`src/rtl/sobel_3x3.sv`:
```
// -----------------------------------------------------------------------------
// sobel_3x3
//
// Purpose:
//   Builds a 3x3 pixel window from the 3-row column stream produced by the line
//   buffer. For every interior window centre it outputs the Sobel gradient
//   magnitude |Gx| + |Gy|, saturated to 7 bits. The pixel leaves together with
//   the hcount/vcount of the window centre. Border pixels are never emitted.
//
// Pipeline (edges counted from the edge that samples the completing column):
//   edge 0 : window shift-in, fill counter and centre coordinates
//   edge 1 : window-complete valid and the four weighted column/row sums
//   edge 2 : signed Gx / Gy
//   edge 3 : magnitude, saturation or binarize, output registers
//
// Ports:
//   clk_in          system clock
//   rst_in          asynchronous active-low reset
//   line_buffer_in  column pixels: [2]=top row, [1]=centre row, [0]=bottom row
//   hcount_in       column index of line_buffer_in
//   vcount_in       centre-row index of line_buffer_in
//   data_valid_in   column valid
//   threshold_in    binarize threshold (used only with SOBEL_BINARIZE_EN)
//   pixel_out       gradient magnitude (or binarized edge)
//   hcount_out      centre column of pixel_out
//   vcount_out      centre row of pixel_out
//   data_valid_out  pixel_out valid
//
// Build option:
//   SOBEL_BINARIZE_EN - when defined, pixel_out = (mag > threshold_in) ? 127 : 0.
//                       When undefined, threshold_in is ignored.
// -----------------------------------------------------------------------------
module sobel_3x3 #(
  parameter int H_ACTIVE = 320,
  parameter int V_ACTIVE = 240
) (
  input  logic            clk_in,
  input  logic            rst_in,
  input  logic [2:0][6:0] line_buffer_in,
  input  logic [10:0]     hcount_in,
  input  logic [9:0]      vcount_in,
  input  logic            data_valid_in,
  input  logic [6:0]      threshold_in,
  output logic [6:0]      pixel_out,
  output logic [10:0]     hcount_out,
  output logic [9:0]      vcount_out,
  output logic            data_valid_out
);

  localparam logic [10:0] H_LAST  = 11'(H_ACTIVE - 1);
  localparam logic [9:0]  V_FIRST = 10'd1;
  localparam logic [9:0]  V_LAST  = 10'(V_ACTIVE - 2);
  localparam logic [1:0]  FILL_MAX = 2'd2;

  // ---------------------------------------------------------------------------
  // Stage 1: window registers
  // ---------------------------------------------------------------------------
  logic [2:0][6:0] col_l_q, col_l_d;
  logic [2:0][6:0] col_c_q, col_c_d;
  logic [2:0][6:0] col_r_q, col_r_d;
  logic [1:0]      fill_q, fill_d;
  // Set by the first hcount_in==0 column after reset. Without it a stream that
  // resumes mid-line after reset would fill the window from an arbitrary
  // column and emit before the next line start.
  logic            sync_q, sync_d;
  // A new column was loaded on the last edge; this is the head of the valid
  // chain, so idle cycles inject a 0 here even though the window holds.
  logic            load_q, load_d;
  logic [10:0]     hc_c_q, hc_c_d;
  logic [9:0]      vc_c_q, vc_c_d;
  logic [10:0]     last_hc_q, last_hc_d;

  // ---------------------------------------------------------------------------
  // Window-complete valid and weighted sums
  // ---------------------------------------------------------------------------
  logic            v1_q, v1_d;
  logic [10:0]     hc1_q, hc1_d;
  logic [9:0]      vc1_q, vc1_d;
  logic [8:0]      sum_r_q, sum_r_d;   // TR + 2*MR + BR
  logic [8:0]      sum_l_q, sum_l_d;   // TL + 2*ML + BL
  logic [8:0]      sum_b_q, sum_b_d;   // BL + 2*BC + BR
  logic [8:0]      sum_t_q, sum_t_d;   // TL + 2*TC + TR

  // ---------------------------------------------------------------------------
  // Stage 2: signed gradients
  // ---------------------------------------------------------------------------
  logic               v2_q, v2_d;
  logic [10:0]        hc2_q, hc2_d;
  logic [9:0]         vc2_q, vc2_d;
  logic signed [9:0]  gx_q, gx_d;
  logic signed [9:0]  gy_q, gy_d;

  // ---------------------------------------------------------------------------
  // Stage 3: output registers
  // ---------------------------------------------------------------------------
  logic [6:0]  pix_q, pix_d;
  logic [10:0] hco_q, hco_d;
  logic [9:0]  vco_q, vco_d;
  logic        dvo_q, dvo_d;

  // Combinational helpers
  logic [9:0]  abs_gx;
  logic [9:0]  abs_gy;
  logic [10:0] mag;
  logic        window_ok;

  // 1-2-1 weighted sum of three 7-bit pixels; max 4*127 = 508 fits in 9 bits.
  function automatic logic [8:0] wsum(input logic [6:0] a,
                                      input logic [6:0] m,
                                      input logic [6:0] b);
    return {2'b00, a} + {1'b0, m, 1'b0} + {2'b00, b};
  endfunction

`ifndef SOBEL_BINARIZE_EN
  // Threshold only matters for the binarized build.
  logic unused_threshold;
  assign unused_threshold = ^threshold_in;
`endif

  // ---------------------------------------------------------------------------
  // Next-state logic
  // ---------------------------------------------------------------------------
  always_comb begin
    // Defaults: hold everything
    col_l_d   = col_l_q;
    col_c_d   = col_c_q;
    col_r_d   = col_r_q;
    fill_d    = fill_q;
    sync_d    = sync_q;
    load_d    = data_valid_in;
    hc_c_d    = hc_c_q;
    vc_c_d    = vc_c_q;
    last_hc_d = last_hc_q;

    // ---- stage 1: window shift on valid columns only -------------------
    if (data_valid_in) begin
      col_l_d   = col_c_q;
      col_c_d   = col_r_q;
      col_r_d   = line_buffer_in;
      hc_c_d    = hcount_in - 11'd1;
      vc_c_d    = vcount_in;
      last_hc_d = hcount_in;
      if (hcount_in == 11'd0) begin
        // Line start: the two older columns belong to the previous line and
        // must age out before the window counts as complete again.
        fill_d = 2'd0;
        sync_d = 1'b1;
      end else if (fill_q != FILL_MAX) begin
        fill_d = fill_q + 2'd1;
      end
    end

    // ---- window-complete judged from the window loaded on the last edge --
    window_ok = sync_q
             && (fill_q == FILL_MAX)
             && (vc_c_q >= V_FIRST)
             && (vc_c_q <= V_LAST)
             && (last_hc_q <= H_LAST);

    v1_d    = load_q && window_ok;
    hc1_d   = hc_c_q;
    vc1_d   = vc_c_q;
    sum_r_d = wsum(col_r_q[2], col_r_q[1], col_r_q[0]);
    sum_l_d = wsum(col_l_q[2], col_l_q[1], col_l_q[0]);
    sum_b_d = wsum(col_l_q[0], col_c_q[0], col_r_q[0]);
    sum_t_d = wsum(col_l_q[2], col_c_q[2], col_r_q[2]);

    // ---- stage 2: gradients (each in -508..508) --------------------------
    v2_d  = v1_q;
    hc2_d = hc1_q;
    vc2_d = vc1_q;
    gx_d  = $signed({1'b0, sum_r_q}) - $signed({1'b0, sum_l_q});
    gy_d  = $signed({1'b0, sum_b_q}) - $signed({1'b0, sum_t_q});

    // ---- stage 3: magnitude ----------------------------------------------
    abs_gx = gx_q[9] ? (~gx_q + 10'd1) : gx_q;
    abs_gy = gy_q[9] ? (~gy_q + 10'd1) : gy_q;
    mag    = {1'b0, abs_gx} + {1'b0, abs_gy};

    dvo_d = v2_q;
    pix_d = pix_q;
    hco_d = hco_q;
    vco_d = vco_q;
    // Output data and coordinates only move with a valid result, so they
    // hold their last value across gaps.
    if (v2_q) begin
      hco_d = hc2_q;
      vco_d = vc2_q;
`ifdef SOBEL_BINARIZE_EN
      pix_d = (mag > {4'b0000, threshold_in}) ? 7'd127 : 7'd0;
`else
      pix_d = (mag > 11'd127) ? 7'd127 : mag[6:0];
`endif
    end
  end

  // ---------------------------------------------------------------------------
  // State registers
  // ---------------------------------------------------------------------------
  always_ff @(posedge clk_in or negedge rst_in) begin
    if (!rst_in) begin
      col_l_q   <= '0;
      col_c_q   <= '0;
      col_r_q   <= '0;
      fill_q    <= 2'd0;
      sync_q    <= 1'b0;
      load_q    <= 1'b0;
      hc_c_q    <= 11'd0;
      vc_c_q    <= 10'd0;
      last_hc_q <= 11'd0;
      v1_q      <= 1'b0;
      hc1_q     <= 11'd0;
      vc1_q     <= 10'd0;
      sum_r_q   <= 9'd0;
      sum_l_q   <= 9'd0;
      sum_b_q   <= 9'd0;
      sum_t_q   <= 9'd0;
      v2_q      <= 1'b0;
      hc2_q     <= 11'd0;
      vc2_q     <= 10'd0;
      gx_q      <= 10'sd0;
      gy_q      <= 10'sd0;
      pix_q     <= 7'd0;
      hco_q     <= 11'd0;
      vco_q     <= 10'd0;
      dvo_q     <= 1'b0;
    end else begin
      col_l_q   <= col_l_d;
      col_c_q   <= col_c_d;
      col_r_q   <= col_r_d;
      fill_q    <= fill_d;
      sync_q    <= sync_d;
      load_q    <= load_d;
      hc_c_q    <= hc_c_d;
      vc_c_q    <= vc_c_d;
      last_hc_q <= last_hc_d;
      v1_q      <= v1_d;
      hc1_q     <= hc1_d;
      vc1_q     <= vc1_d;
      sum_r_q   <= sum_r_d;
      sum_l_q   <= sum_l_d;
      sum_b_q   <= sum_b_d;
      sum_t_q   <= sum_t_d;
      v2_q      <= v2_d;
      hc2_q     <= hc2_d;
      vc2_q     <= vc2_d;
      gx_q      <= gx_d;
      gy_q      <= gy_d;
      pix_q     <= pix_d;
      hco_q     <= hco_d;
      vco_q     <= vco_d;
      dvo_q     <= dvo_d;
    end
  end

  assign pixel_out      = pix_q;
  assign hcount_out     = hco_q;
  assign vcount_out     = vco_q;
  assign data_valid_out = dvo_q;

endmodule
```
`config.mk`:
```
export PLATFORM = sky130hd
export DESIGN_NAME = sobel_3x3
export DESIGN_NICKNAME = d
export VERILOG_FILES = /design/src/rtl/sobel_3x3.sv
export SDC_FILE = /design/constraint.sdc
export NUM_CORES = 1
export LEC_CHECK = 0
export ABC_AREA = 1
export BUFFER_PORTS_ARGS = -buffer_cell sky130_fd_sc_hd__buf_2
export CAP_MARGIN = 10
export CORE_AREA = 10 10 213 215
export CTS_CLUSTER_SIZE = 12
export DETAILED_ROUTE_END_ITERATION = 16
export DIE_AREA = 0 0 223 225
export PLACE_DENSITY = 0.45
export SYNTH_ARGS = -nofsm -noshare
export SYNTH_HDL_FRONTEND = slang
export SYNTH_SLANG_ARGS = --single-unit
```
`constraint.sdc`:
```
create_clock -name clk_in -period 2.6 [get_ports clk_in]
set_clock_uncertainty 0.2 [all_clocks]
set_input_delay 0.65 -clock clk_in [delete_from_list [all_inputs] [get_ports clk_in]]
set_output_delay 0.65 -clock clk_in [all_outputs]
set_load 0.02 [all_outputs]
```
Yosys cells after proc, flatten, opt, wreduce, memory -nomap -nowiden

Cells that the tools add are included.

Logic and storage cells: 68
Memories: 0
Memory bits (read-only): 0
Register bits: 228
Bits in latches: 0
RAM bits: 0
Output and inout bits: 29
Input bits: 52

Order comparisons: 4
Shift operators: 0
Add/subtract/negate cells: 15
Eq/ne operators: 2
Multipliers: 0
Multiplexer cells: 5
Divide/modulo/power cells: 0
Reduce and logical (&&, ||, !) cells: 9
Bitwise operators: 2

Operator list:

| cell                                                                | number |
|---|---|
| adder 7 x 8 -> 9 bit                                                | 4 |
| adder 9 x 7 -> 9 bit                                                | 4 |
| adder 10 x 1 -> 10 bit (second input constant)                      | 2 |
| two-way mux 10 bit                                                  | 2 |
| inverter 10 bit                                                     | 2 |
| subtractor 9 x 9 -> 10 bit                                          | 2 |
| adder 10 x 10 -> 11 bit                                             | 1 |
| greater-than comparator 11 x 7 -> 1 bit (second input constant)     | 1 |
| <= comparator 11 x 9 -> 1 bit (second input constant)               | 1 |
| logical NOT 11 bit                                                  | 1 |
| subtractor 11 x 1 -> 11 bit (second input constant)                 | 1 |
| greater-or-equal comparator 10 x 1 -> 1 bit (second input constant) | 1 |
| <= comparator 10 x 8 -> 1 bit (second input constant)               | 1 |
| two-way mux 7 bit                                                   | 1 |
| logical AND 1 bit                                                   | 5 |
| two-way mux 2 bit                                                   | 2 |
| AND reduction 2 bit                                                 | 2 |
| adder 2 x 1 -> 2 bit (second input constant)                        | 1 |
| == test 2 bit (second input constant)                               | 1 |
| inequality test 2 bit (second input constant)                       | 1 |
| nonzero test 2 bit                                                  | 1 |

Logic depth before layout (Yosys ltp)

Depth in word-level cells: 6
Depth in mapped cells: 18
Mapped depth without buffers: 18

Worst setup path after synthesis

Ideal clock, no wire load.

Kind: reg-to-reg
From: reg gy_q[1]
To: reg pix_q[0] (netlist: pixel_out[0])
Setup slack: -0.014 ns
Setup time: 0.126 ns
Period minus slack after synthesis: 2.614 ns
Arrival: 2.287 ns
Path buffers: 0
Data required time: 2.274 ns
Cell stages (with the launch flop): 17
Cells stage by stage: dfrtp_1 inv_1 ha_1 inv_1 nor3_1 nor3b_1 or2_2 xor2_1 ha_1 nand2_1 inv_1 a21oi_1 nand3b_1 nand2_1 nand3_2 nor2_4 a21oi_1

Word-level cells in the longest chain between the ends: 6

RTL lines:

| what                                      | line | RTL |
|---|---|---|
| start: declaration                        | 91   | `logic signed [9:0] gy_q, gy_d;` |
| start signal: assignment                  | 248  | `gy_q <= gy_d;` |
| inverter 10 bit                           | 177  | `abs_gy = gy_q[9] ? (~gy_q + 10'd1) : gy_q;` |
| adder 10 x 1 -> 10 bit                    | 177  |  |
| two-way mux 10 bit *                      | 177  |  |
| adder 10 x 10 -> 11 bit *                 | 178  | `mag = {1'b0, abs_gx} + {1'b0, abs_gy};` |
| greater-than comparator 11 x 7 -> 1 bit * | 192  | `pix_d = (mag > 11'd127) ? 7'd127 : mag[6:0];` |
| two-way mux 7 bit *                       | 192  |  |
| end signal: assignment                    | 249  | `pix_q <= pix_d;` |
| end: declaration                          | 96   | `logic [6:0] pix_q, pix_d;` |

Every way passes the cells marked *; elsewhere a longest branch is shown, timed or not.
A chain may end at the register's enable or synchronous reset.

Worst setup path after layout

From: reg gy_q[1]
To: reg pix_q[4] (netlist: pixel_out[4])

Word-level cells in the longest chain between the ends: 6

RTL lines:

| what                                    | line |
|---|---|
| inverter 10 bit                         | 177 |
| adder 10 x 1 -> 10 bit                  | 177 |
| two-way mux 10 bit *                    | 177 |
| adder 10 x 10 -> 11 bit *               | 178 |
| greater-than comparator 11 x 7 -> 1 bit | 192 |
| two-way mux 7 bit *                     | 192 |

Marks and branches as above.

==> results.sh <==
export IMPL_placed_cells=1730
export IMPL_synth_warnings=0
export IMPL_violations="setup timing"
export IMPL_clk_pin_slew_worst_paths_ps=60
export IMPL_hold_viol_final=0
export IMPL_irDropWorstVdd_v=0.0005747
export IMPL_cts_path_max_buffers=3
export IMPL_initial_core_util_pct=25.42
export IMPL_drv_slew=0
export IMPL_slew_headroom_pct=61.02
export IMPL_overflow=0
export IMPL_seq_area_sq_mm=0.005558
export IMPL_p_total_mw=15.59
export IMPL_powerDensity_mw_per_mm2=1216
export IMPL_crit_fanout=7
export IMPL_mostFrequentLayoutCell="nand2_1"
export IMPL_place_gp_congestion=0.8309
export IMPL_min_period_ps=2802
export IMPL_cts_tree="yes"
export IMPL_drt_initial_drc_count=424
export IMPL_synthArstFlopShare_pct=100.0
export IMPL_top_level_ports=81
export IMPL_cts_htree_levels=1
export IMPL_holdWs_ps=106.0
export IMPL_drv_cap=0
export IMPL_cp_arrival_ps=3010
export IMPL_layout_common_cells="nand2_1, dfrtp_1, inv_1"
export IMPL_syn_to_final_growth_pct=21.92
export IMPL_yosys_top_cells_area="dfrtp_1, nand2_1, ha_1"
export IMPL_synthFlopType="dfrtp_1"
export IMPL_synth_edf_count=0
export IMPL_avgSynthCellArea_sq_um=9.624
export IMPL_crit_path_end_kind="flip-flop"
export IMPL_drc=0
export IMPL_routed_wl_mm=23.51
export IMPL_row_count=75
export IMPL_p_leak_nw=6.504
export IMPL_grt_max_degree=62
export IMPL_n_fill_cell=4279
export IMPL_period_share_pct=107.8
export IMPL_cts_sinks=222
export IMPL_min_path_type="primary input to flip-flop"
export IMPL_ant_nets=0
export IMPL_crit_required_ps=2810
export IMPL_grt_first_pass_wirelength_mm=39.16
export IMPL_dieArea_sq_mm=0.05018
export IMPL_die_y_microns=225
export IMPL_multi_input_area_sq_mm=0.004433
export IMPL_drive_above_1_share_pct=16.56
export IMPL_rsz0062_at_grt="yes"
export IMPL_syn_inst=1093
export IMPL_max_freq_ghz=0.3569
export IMPL_fin_cells=1777
export IMPL_root_buffer="clkbuf_16"
export IMPL_wl_per_cell_microns=13.23
export IMPL_die_width_microns=223
export IMPL_status="finished with violations"
export IMPL_finalNetCount=1368
export IMPL_antenna_found_initial=0
export IMPL_n_antenna_cell=0
export IMPL_grt_pass1_vias=7303
export IMPL_syn_nets=1240
export IMPL_seq_area_frac_synth_pct=52.81
export IMPL_synth_top_area_share_pct=52.81
export IMPL_fin_ws_ps=-201.6
export IMPL_grt_usage_pct=9.418
export IMPL_vias_per_cell=4.068
export IMPL_ys_ff_latch=222
export IMPL_setup_viol=7
export IMPL_synth_top_cell_by_area="dfrtp_1"
export IMPL_dp_hpwl_mm=17.72
export IMPL_syn_area_sq_mm=0.01052
export IMPL_dr_pass1_iters=4
export IMPL_cts_buffers=25
export IMPL_ys_types=37
export IMPL_start_kind="flip-flop"
export IMPL_port_buffers=73
export IMPL_via_count=7229
export IMPL_core_sq_mm=0.04138
export IMPL_path_class="flip-flop to flip-flop"
export IMPL_clock_latency_ps=540
export IMPL_tightest_slew_ps=584.7
## routing by layer
metal / routed length, microns / GRT usage, %
met5: 0 / 0
met4: 592 / 2.724
met2: 10230 / 14.27
met3: 845 / 1.686
met1: 11840 / 13.39
## metrics by stage
| step | setup TNS (ps) | area [sq um] | util (%) | worst slack [ps] |
|---|---|---|---|---|
| after floorplan | 0 | 10540 | - | 26.45 |
| after global placement | -1601 | 11910 | 28.77 | -221.7 |
| after detailed placement | -1973 | 11910 | 28.77 | -274.6 |
| after CTS | -1406 | 12750 | 30.82 | -207.1 |
| after global routing | -2319 | 12820 | 30.99 | -359.8 |
| final | -1357 | 12820 | 30.99 | -201.6 |
## cell usage after synthesis, types with 2 or more instances
cell and instances:
inv_1 139, nor2_1 48, o211ai_1 6, dfrtp_1 222
nand4_1 10, nor2_2 2, a21o_1 3, nand2_1 303
o21bai_1 2, or2_2 3, fa_1 31, nor3_2 2
nor3_1 7, nor4_1 4, ha_1 64, o21ai_0 77
o21a_1 2, buf_2 7, a31oi_1 7, clkbuf_1 16
xor2_1 36, buf_1 3, nand3b_1 2, xnor2_1 14
a21oi_1 51, nand3_1 21
## cells by family after synthesis
family                     after synthesis  synth area share, %
and+or+nand+nor                        408                15.83
DFF                                    222                52.81
buffers and inverters                  167                6.042
AOI/OAI and AO/OA                      151                7.636
adders and majority gates               95                13.51
xor gates and xnor gates                50                4.163
## worst max-delay path, stage by stage (launching register included)
cell and delay (ps):
dfrtp_1 400, inv_2 60, ha_2 160, inv_2 40
nor3_2 120, nor3b_2 230, a31oi_1 120, xor2_1 150
ha_1 340, nand2_1 90, inv_2 50, nand2_2 60
inv_1 40, nand2_1 60, nand2_1 50, nor2_1 120
nand3_2 100, nor2_4 210, a21oi_1 90
## final timing paths
check / cells after the start / endpoint / slack, ps / from
max: 18 / pixel_out[4] / -200 / gy_q[1]
min: 3 / col_r_q[10] / 110 / line_buffer_in[10]
max reg2reg: 18 / pixel_out[4] / -200 / gy_q[1]
min reg2reg: 0 / hc2_q[2] / 150 / hc1_q[2]
max in group asynchronous: 3 / gy_q[0] / 1090 / rst_in
min in group asynchronous: 2 / hc1_d[1] / 440 / rst_in
## layout make-up
| cell class | instances | area share (%) |
|---|---|---|
| Clock buffer | 36 | 5.512 |
| Clock inverter | 8 | 0.7707 |
| Inverter | 141 | 4.127 |
| Multi-Input combinational cell | 704 | 34.57 |
| Sequential cell | 222 | 43.34 |
| Tap cell | 539 | 5.259 |
| Timing Repair Buffer | 127 | 6.429 |
## power by group
| group | switching, mW | total, mW | internal [mW] | leakage (nW) |
|---|---|---|---|---|
| combinational | 4.20 | 7.33 | 3.13 | 3.40 |
| clock | 1.40 | 3.48 | 2.08 | 0.390 |
| sequential | 0.478 | 4.78 | 4.30 | 2.71 |
## what timing repair did
| action | CTS | global route |
|---|---|---|
| endpoints found under the setup margin | 11 | 11 |
| buffers inserted | 2 | 0 |
| hold buffers | 1 | 0 |
| hold endpoints to repair | 55 | 0 |
| pin swaps | 2 | 10 |
| gates resized for setup | 12 | 20 |
| gates cloned | 0 | 0 |
## sequential cells by signal, indices dropped and copies added, names as in the netlist, 2 cells and up
signal	cells
sum_b_q	9
hcount_out	11
col_l_q	21
sum_t_q	9
vc1_q	10
vcount_out	10
gx_q	10
hc1_d	11
last_hc_q	5
sum_r_q	9
vc1_d	10
pixel_out	7
col_c_q	21
hc1_q	11
sum_l_q	9
vc2_q	10
gy_q	10
fill_q	2
col_r_q	21
hc2_q	11
Power figures use the tool's default switching activity.
